--- config.mk ---
export PLATFORM = sky130hd
export DESIGN_NAME = ext_pipe
export DESIGN_NICKNAME = d
export VERILOG_FILES = /design/src/rtl/ext_pipe.sv
export SDC_FILE = /design/constraint.sdc
export NUM_CORES = 1
export LEC_CHECK = 0
export CORE_MARGIN = 2
export CORE_UTILIZATION = 30
export CTS_CLUSTER_SIZE = 16
export DETAILED_ROUTE_END_ITERATION = 10
export GPL_TIMING_DRIVEN = 0
export PLACE_DENSITY_LB_ADDON = 0.05
export SYNTH_ARGS = -nofsm -noshare
export SYNTH_HDL_FRONTEND = slang
export SYNTH_SLANG_ARGS = --single-unit
--- constraint.sdc ---
create_clock -name CLK -period 3.85 [get_ports CLK]
set_input_delay 0.9625 -clock CLK [delete_from_list [all_inputs] [get_ports CLK]]
set_output_delay 0.9625 -clock CLK [all_outputs]
set_load 0.02 [all_outputs]
--- src/rtl/ext_pipe.sv ---
// ext_pipe: pipelined immediate / load-data extender with a 2-entry skid buffer.
// Define EXT_ERR_EN to add the out_err flag for illegal modes and misaligned halfword loads.
module ext_pipe #(
   parameter int unsigned DATA_W = 32,
   parameter int unsigned IMM_W  = 16,
   parameter int unsigned JIMM_W = 26,
   parameter int unsigned TAG_W  = 5
) (
   input  logic                         CLK,
   input  logic                         nRST,
   input  logic                         flush,
   input  logic                         in_valid,
   output logic                         in_ready,
   input  logic [3:0]                   mode,
   input  logic [JIMM_W-1:0]            imm,
   input  logic [DATA_W-1:0]            ld_data,
   input  logic [$clog2(DATA_W/8)-1:0]  byte_off,
   input  logic [TAG_W-1:0]             in_tag,
   output logic                         out_valid,
   input  logic                         out_ready,
   output logic [DATA_W-1:0]            out_data,
   output logic [TAG_W-1:0]             out_tag
`ifdef EXT_ERR_EN
   ,
   output logic                         out_err
`endif
);

   localparam int unsigned OFF_W = $clog2(DATA_W / 8);

   localparam logic [3:0] ModeZimm = 4'd0;
   localparam logic [3:0] ModeSimm = 4'd1;
   localparam logic [3:0] ModeUimm = 4'd2;
   localparam logic [3:0] ModeZj   = 4'd3;
   localparam logic [3:0] ModeSj   = 4'd4;
   localparam logic [3:0] ModeLb   = 4'd5;
   localparam logic [3:0] ModeLbu  = 4'd6;
   localparam logic [3:0] ModeLh   = 4'd7;
   localparam logic [3:0] ModeLhu  = 4'd8;

   typedef enum logic [1:0] {StEmpty, StOne, StFull} state_e;

   state_e              state_q, state_d;
   logic                in_ready_q;
   logic                out_valid_q;
   logic                accept;
   logic                load_out_new;
   logic                load_out_skid;
   logic                load_skid;

   logic [DATA_W-1:0]   out_data_q;
   logic [TAG_W-1:0]    out_tag_q;
   logic [DATA_W-1:0]   skid_data_q;
   logic [TAG_W-1:0]    skid_tag_q;

   logic                is_half;
   logic [OFF_W-1:0]    off_eff;
   logic [OFF_W+2:0]    shamt;
   logic [15:0]         lane_h;
   logic [7:0]          lane_b;
   logic [DATA_W-1:0]   res_c;

   // ---------------------------------------------------------------------------------------------
   // Extension datapath
   // ---------------------------------------------------------------------------------------------
   assign is_half = (mode == ModeLh) || (mode == ModeLhu);

   always_comb begin
      off_eff = byte_off;
      if (is_half) begin
         off_eff[0] = 1'b0;
      end
      shamt  = {off_eff, 3'b000};
      // Shift rather than part-select so the top lane never indexes past ld_data.
      lane_h = 16'(ld_data >> shamt);
      lane_b = lane_h[7:0];
   end

   always_comb begin
      res_c = '0;
      case (mode)
         ModeZimm: res_c = {{(DATA_W - IMM_W){1'b0}}, imm[IMM_W-1:0]};
         ModeSimm: res_c = {{(DATA_W - IMM_W){imm[IMM_W-1]}}, imm[IMM_W-1:0]};
         ModeUimm: res_c = {imm[IMM_W-1:0], {(DATA_W - IMM_W){1'b0}}};
         ModeZj:   res_c = {{(DATA_W - JIMM_W){1'b0}}, imm};
         ModeSj:   res_c = {{(DATA_W - JIMM_W){imm[JIMM_W-1]}}, imm};
         ModeLb:   res_c = {{(DATA_W - 8){lane_b[7]}}, lane_b};
         ModeLbu:  res_c = {{(DATA_W - 8){1'b0}}, lane_b};
         ModeLh:   res_c = {{(DATA_W - 16){lane_h[15]}}, lane_h};
         ModeLhu:  res_c = {{(DATA_W - 16){1'b0}}, lane_h};
         default:  res_c = '0;
      endcase
   end

   // ---------------------------------------------------------------------------------------------
   // Handshake FSM
   // ---------------------------------------------------------------------------------------------
   assign accept = in_valid & in_ready_q;

   always_comb begin
      state_d       = state_q;
      load_out_new  = 1'b0;
      load_out_skid = 1'b0;
      load_skid     = 1'b0;
      if (flush) begin
         state_d = StEmpty;
      end else begin
         case (state_q)
            StEmpty: begin
               if (accept) begin
                  state_d      = StOne;
                  load_out_new = 1'b1;
               end
            end
            StOne: begin
               if (accept && out_ready) begin
                  load_out_new = 1'b1;
               end else if (accept) begin
                  state_d   = StFull;
                  load_skid = 1'b1;
               end else if (out_ready) begin
                  state_d = StEmpty;
               end
            end
            StFull: begin
               if (out_ready) begin
                  state_d       = StOne;
                  load_out_skid = 1'b1;
               end
            end
            default: state_d = StEmpty;
         endcase
      end
   end

   always_ff @(posedge CLK) begin
      if (!nRST) begin
         state_q     <= StEmpty;
         in_ready_q  <= 1'b1;
         out_valid_q <= 1'b0;
      end else begin
         state_q     <= state_d;
         in_ready_q  <= (state_d != StFull);
         out_valid_q <= (state_d != StEmpty);
      end
   end

   always_ff @(posedge CLK) begin
      if (!nRST) begin
         out_data_q  <= '0;
         out_tag_q   <= '0;
         skid_data_q <= '0;
         skid_tag_q  <= '0;
      end else begin
         if (load_out_new) begin
            out_data_q <= res_c;
            out_tag_q  <= in_tag;
         end else if (load_out_skid) begin
            out_data_q <= skid_data_q;
            out_tag_q  <= skid_tag_q;
         end
         if (load_skid) begin
            skid_data_q <= res_c;
            skid_tag_q  <= in_tag;
         end
      end
   end

   assign in_ready  = in_ready_q;
   assign out_valid = out_valid_q;
   assign out_data  = out_data_q;
   assign out_tag   = out_tag_q;

`ifdef EXT_ERR_EN
   logic err_c;
   logic out_err_q;
   logic skid_err_q;

   // The result is still produced for flagged beats; the flag only travels alongside it.
   assign err_c = (mode > ModeLhu) || (is_half && byte_off[0]);

   always_ff @(posedge CLK) begin
      if (!nRST) begin
         out_err_q  <= 1'b0;
         skid_err_q <= 1'b0;
      end else begin
         if (load_out_new) begin
            out_err_q <= err_c;
         end else if (load_out_skid) begin
            out_err_q <= skid_err_q;
         end
         if (load_skid) begin
            skid_err_q <= err_c;
         end
      end
   end

   assign out_err = out_err_q;
`endif

endmodule
**Word level (Yosys, flattened, before mapping)**

Index checks and enable logic that the tools add are counted.

- Bits of input ports: 74
- Output and inout bits: 39
- Logic and storage cells: 49
- Register bits after elaboration: 78

- Bitwise logic cells: 1
- Shift operators: 1
- Muxes and demuxes: 23
- Reductions and logical operators: 6
- Equal/unequal tests: 11

Operators by type and width:

| operator | count |
|---|---|
| 32-bit case mux with 9 select lines | 1 |
| 32-bit 2-to-1 mux | 2 |
| 32-bit by 5-bit >> shifter with 16-bit output | 1 |
| 4-bit by 3-bit == test with 1-bit output (second input constant) | 4 |
| 2-bit 2-to-1 mux | 6 |
| 1-bit 2-to-1 mux | 10 |
| 5-bit 2-to-1 mux | 2 |
| 4-bit by 2-bit == test with 1-bit output (second input constant) | 2 |
| 2-bit case mux with 3 select lines | 1 |
| 4-bit by 1-bit == test with 1-bit output (second input constant) | 1 |
| 4-bit == test (second input constant) | 1 |
| 4-bit logical NOT | 1 |
| 2-bit nonzero test | 2 |
| 2-bit by 1-bit == test with 1-bit output (second input constant) | 1 |
| 2-bit == test (second input constant) | 1 |
| 2-bit logical NOT | 1 |
| 2-bit != test (second input constant) | 1 |
| 1-bit case mux with 2 select lines | 1 |
| 1-bit AND | 1 |
| 1-bit logical AND | 1 |
| 1-bit logical OR | 1 |

**Depth between registers and ports, before layout**

- Depth after elaboration: 6
- Mapped depth: 7
- Gate-level depth less buffers: 5

**Least setup slack after synthesis**

Ideal clock, no wire load.

- Path type: input to register
- From: in mode[3]
- To: reg out_data_q[15] (netlist: out_data[15])
- Library setup time: 86 ps
- Buffers on the path: 2
- Data arrival time: 2683 ps
- Cell stages on the path: 7
- Setup slack: 1081 ps
- Data required time: 3764 ps
- Path through: buf_2 or4b_1 and3_1 buf_2 a2111oi_4 nor2_2 a221oi_2

- Cells in the longest elaborated chain, start to end: 6
- Elaborated cells on any way between the ends: 14
- Classes of those cells: eq/ne (8); shift (1); mux (3); reduce/logical (2)

RTL lines:

| element | line | RTL |
|---|---|---|
| start, declared | 14 | `input logic [3:0] mode,` |
| 4-bit by 3-bit == test with 1-bit output or 4-bit == test (tied branches) | 66, 81 |  |
| 1-bit logical OR | 66 | `assign is_half = (mode == ModeLh) \|\| (mode == ModeLhu);` |
| 1-bit 2-to-1 mux | 70 | `if (is_half) begin` |
| 32-bit by 5-bit >> shifter with 16-bit output | 75 | `lane_h = 16'(ld_data >> shamt);` |
| 32-bit case mux with 9 select lines * | 81 | `case (mode)` |
| 32-bit 2-to-1 mux * | 155 | `if (load_out_new) begin` |
| end signal, assigned | 156 | `out_data_q <= res_c;` |
| end signal, assigned | 159 | `out_data_q <= skid_data_q;` |
| end, declared | 51 | `logic [DATA_W-1:0] out_data_q;` |

Mark *: on every way between the ends. The rest lies on a longest branch, timed or not.
A chain may end at the register's enable or synchronous reset.

**Worst setup path after layout**

- From: in out_ready
- To: reg out_tag_q[0] (netlist: out_tag[0])

- Cells in the longest elaborated chain, start to end: 5
- Elaborated cells on any way between the ends: 9
- Classes of those cells: mux (7); reduce/logical (2)

RTL lines:

| element | line | RTL |
|---|---|---|
| start, declared | 20 | `input logic out_ready,` |
| 1-bit logical AND | 116 | `if (accept && out_ready) begin` |
| 1-bit 2-to-1 mux | 116 |  |
| 1-bit case mux with 2 select lines | 108 | `case (state_q)` |
| 1-bit 2-to-1 mux | 105 | `if (flush) begin` |
| 5-bit 2-to-1 mux or 2-bit nonzero test (tied branches) | n/a |  |
| end signal, assigned | 157 | `out_tag_q <= in_tag;` |
| end signal, assigned | 160 | `out_tag_q <= skid_tag_q;` |
| end, declared | 52 | `logic [TAG_W-1:0] out_tag_q;` |

Parallel ways exist; a longest one is shown, timed or not.

==> summary.txt <==
Yosys
  – Synthesized area divided by synthesized cell count: 8.64 um^2
  – Ys async rst share: 0%
  – Synth warn: 0
  – Distinct cell type count of the synthesized netlist: 45
  – Area fraction of the dominant cell type after synthesis: 40.8%
  – Post-Synthesis Cells: 443
  – Number of register bits inferred by synthesis: 78
  – EDFF count, synth: 0
  – Cell type with the highest aggregate area in the netlist: sky130_fd_sc_hd__dfxtp_1
  – Share of the yosys chip area belonging to registers: 40.8%
  – Most used flip-flop cell after synthesis: sky130_fd_sc_hd__dfxtp_1
  – Syn Nets: 517
  – Mapped cell area: 3830 um^2
  – Cells taking the most area after synthesis: sky130_fd_sc_hd__dfxtp_1 41%, sky130_fd_sc_hd__a21oi_1 7.6%, sky130_fd_sc_hd__mux2_2 5.6%

Worst hold path
  – Hold Path Class: reg2reg

Worst setup path
  – FF-to-FF setup slack: 1.24 ns
  – Crit-path max FO: 10
  – Worst reg2reg path startpoint: state_q[1]$_SDFF_PN0_
  – CP Capture Type: register
  – Worst Path Class, Setup: in2reg
  – Arrival time worst endpoint: 3.68 ns
  – Origin of the worst setup path: out_ready
  – Reg2Reg Depth: 6
  – Destination of the critical timing path: out_tag[0]$_SDFFE_PN0P_
  – Capture point of the worst reg-to-reg path: out_tag[0]$_SDFFE_PN0P_
  – Req. time, crit path: 4.13 ns
  – Startpoint Class: input port

Placement
  – Gp weighted congestion: 0.870
  – Standard cell area after detailed placement: 5120 um^2
  – PortBufs: 108
  – Detailed Place HPWL: 10600 um

Clock network
  – H-tree levels: 3
  – Clock sink total: 78
  – PostCTS Resize Cnt: 0
  – Clock edge transition at the registers on the reported setup and hold paths: 0.06 ns
  – Clock root cell: sky130_fd_sc_hd__clkbuf_16
  – Count of hold buffers inserted by post-cts repair: 0
  – Number of setup buffers added after CTS: 0
  – Clock tree from TritonCTS: yes
  – TritonCTS Buffers: 9
  – Maximum clock insertion buffer count: 2
  – Insertion delay to the later sink of the worst-skew pair: 0.35 ns

Floorplanning
  – Effective utilization at floorplan: 30.6%
  – Floorplan Core Area: 12500 um^2
  – Die Ht: 117 um
  – Area enclosed by the die boundary: 13700 um^2
  – Die W: 117 um
  – Boundary Pins: 113
  – Num rows: 41

Drt
  – Pre-antenna DRT Iters: 5
  – Number of DRC violations after detailed routing: 0
  – Vias per inst: 5.45
  – Routed via count: 4023
  – Post-detailed-routing wire length: 14200 um
  – Post-detailed-route count of antenna-violating nets: 0
  – Average wire per standard cell: 19.3 um
  – Drt first-iter violations: 276

Global routing
  – Number of global-route vias before repair: 3866
  – Pin count of the biggest net entering global routing: 13
  – Wire length of the first global-routing pass: 21500 um
  – Overall routing resource usage: 21.1%
  – Grt ovf: 0
  – Number of antenna violations at the first check in global routing: 0

STA
  – Total Negative Setup Slacks: 0 ns
  – Minimum clock period after layout: 3.40 ns
  – Worst slew pin tran: 1.09 ns
  – Final hold violation count: 0
  – Max-Slew Margin vs Limit: 26.6%
  – Final setup violation count: 0
  – Max-slew violation total from the final report: 0
  – Unrepaired setup endpoints after global routing: no
  – Final worst path period share: 88.3%
  – Final hold slack: 0.456 ns
  – Max Freq: 294 MHz
  – Post-Route Skew: 0.00531 ns

Status
  – Result of the run: completed

Power and ir drop
  – Worst VDD drop: 0.172 mV
  – Leak pwr: 1.80 nW
  – Areal power density over the cells: 378 nW/um^2

Final layout
  – Synthesis-to-finish area growth: 41.2%
  – Final net count: 636
  – Count of antenna diodes in the layout: 0
  – Most common library cell in the layout ignoring fill and taps: sky130_fd_sc_hd__clkdlybuf4s50_1
  – Post-route standard cell area excluding fillers: 5400 um^2
  – Most used cells in the layout excluding fill and tap cells: 108 x sky130_fd_sc_hd__clkdlybuf4s50_1, 78 x sky130_fd_sc_hd__dfxtp_1, 58 x sky130_fd_sc_hd__a21oi_1, 39 x sky130_fd_sc_hd__o21ai_0, 37 x sky130_fd_sc_hd__nand2_1
  – Fraction of final layout cells with drive strength greater than 1: 6.89%

Run
  – Number of max-cap violations: 0
[layout make-up]
| cell class | count | area [um^2] |
|---|---|---|
| clock buffers | 11 | 233 |
| repair buffers | 108 | 1080 |
| clock inverters | 4 | 48.8 |
| inverters | 2 | 7.51 |
| plain buffers | 39 | 149 |
| well taps | 172 | 215 |
| multi-input cells | 324 | 2110 |
| flip-flops and latches | 78 | 1560 |
| fillers | 1299 | 7110 |
[metrics by stage]
step,cells,worst slack (ns),util [%],power (mW)
6_report,738,0.450,43.2,2.04
3_3_place_gp,723,0.160,40.9,1.23
4_1_cts,738,0.533,43.2,2.07
3_5_place_dp,723,0.172,40.9,1.23
2_1_floorplan,443,1.08,-,1.05
5_1_grt,738,0.284,43.2,2.13
[cells in the mapped netlist (8+ instances only)]
library cell	count
sky130_fd_sc_hd__o221ai_1	11
sky130_fd_sc_hd__clkbuf_1	33
sky130_fd_sc_hd__o21ai_0	39
sky130_fd_sc_hd__nand3_1	9
sky130_fd_sc_hd__nor2_1	12
sky130_fd_sc_hd__a221oi_1	9
sky130_fd_sc_hd__a21oi_1	58
sky130_fd_sc_hd__a22oi_1	16
sky130_fd_sc_hd__dfxtp_1	78
sky130_fd_sc_hd__nand2_1	37
sky130_fd_sc_hd__mux2i_1	17
sky130_fd_sc_hd__o21bai_1	8
sky130_fd_sc_hd__nor4_1	8
sky130_fd_sc_hd__a31oi_1	9
sky130_fd_sc_hd__nor3b_1	10
sky130_fd_sc_hd__mux2_2	19
[kinds of logic after synthesis]
group / count (synthesis) / synth area share, %
flip-flops: 78 / 40.8
AND/OR/NAND/NOR: 111 / 15.3
AO/OA/AOI/OAI: 175 / 29.3
buffers and inverters: 41 / 4.09
multiplexers: 36 / 10.0
XOR/XNOR: 2 / 0.458
[state kept, by name (all words and copies together), names as in the netlist]
name         cells
in_ready         1
out_data        32
out_tag          5
out_valid        1
skid_data_q     32
skid_tag_q       5
state_q          2
[critical path, stage by stage]
cell,delay [ns]
sky130_fd_sc_hd__clkdlybuf4s50_1,0.52
sky130_fd_sc_hd__nand2b_1,0.19
sky130_fd_sc_hd__nand2_1,0.20
sky130_fd_sc_hd__a21oi_1,0.73
sky130_fd_sc_hd__clkbuf_1,0.62
sky130_fd_sc_hd__o221ai_1,0.26
sky130_fd_sc_hd__a21oi_1,0.18
[metal layers]
metal	track usage [%]	part of all wire (%)	vias up
li1	-	-	1924
met1	28.5	47	1925
met2	32.4	44	145
met3	3.96	6.3	29
met4	10.6	3.0	0
met5	0	0	-
[power breakdown]
part,total [mW],switching [mW],internal [mW]
Sequential,0.852,0.0156,0.836
Clock,0.826,0.329,0.497
Combinational,0.365,0.195,0.170
[worst min path at each step]
stage          slack, ns                  startpoint  depth (start not counted)                          to
2_1_floorplan       0.44  skid_tag_q[0]$_SDFFE_PN0P_                          2  skid_tag_q[0]$_SDFFE_PN0P_
3_5_place_dp        0.45     out_tag[3]$_SDFFE_PN0P_                          2     out_tag[3]$_SDFFE_PN0P_
5_1_grt             0.47     out_tag[2]$_SDFFE_PN0P_                          2     out_tag[2]$_SDFFE_PN0P_
3_3_place_gp        0.44  skid_tag_q[4]$_SDFFE_PN0P_                          2  skid_tag_q[4]$_SDFFE_PN0P_
6_report            0.46     out_tag[0]$_SDFFE_PN0P_                          2     out_tag[0]$_SDFFE_PN0P_
4_1_cts             0.46     out_tag[3]$_SDFFE_PN0P_                          2     out_tag[3]$_SDFFE_PN0P_
Power figures use the tool's default switching activity.
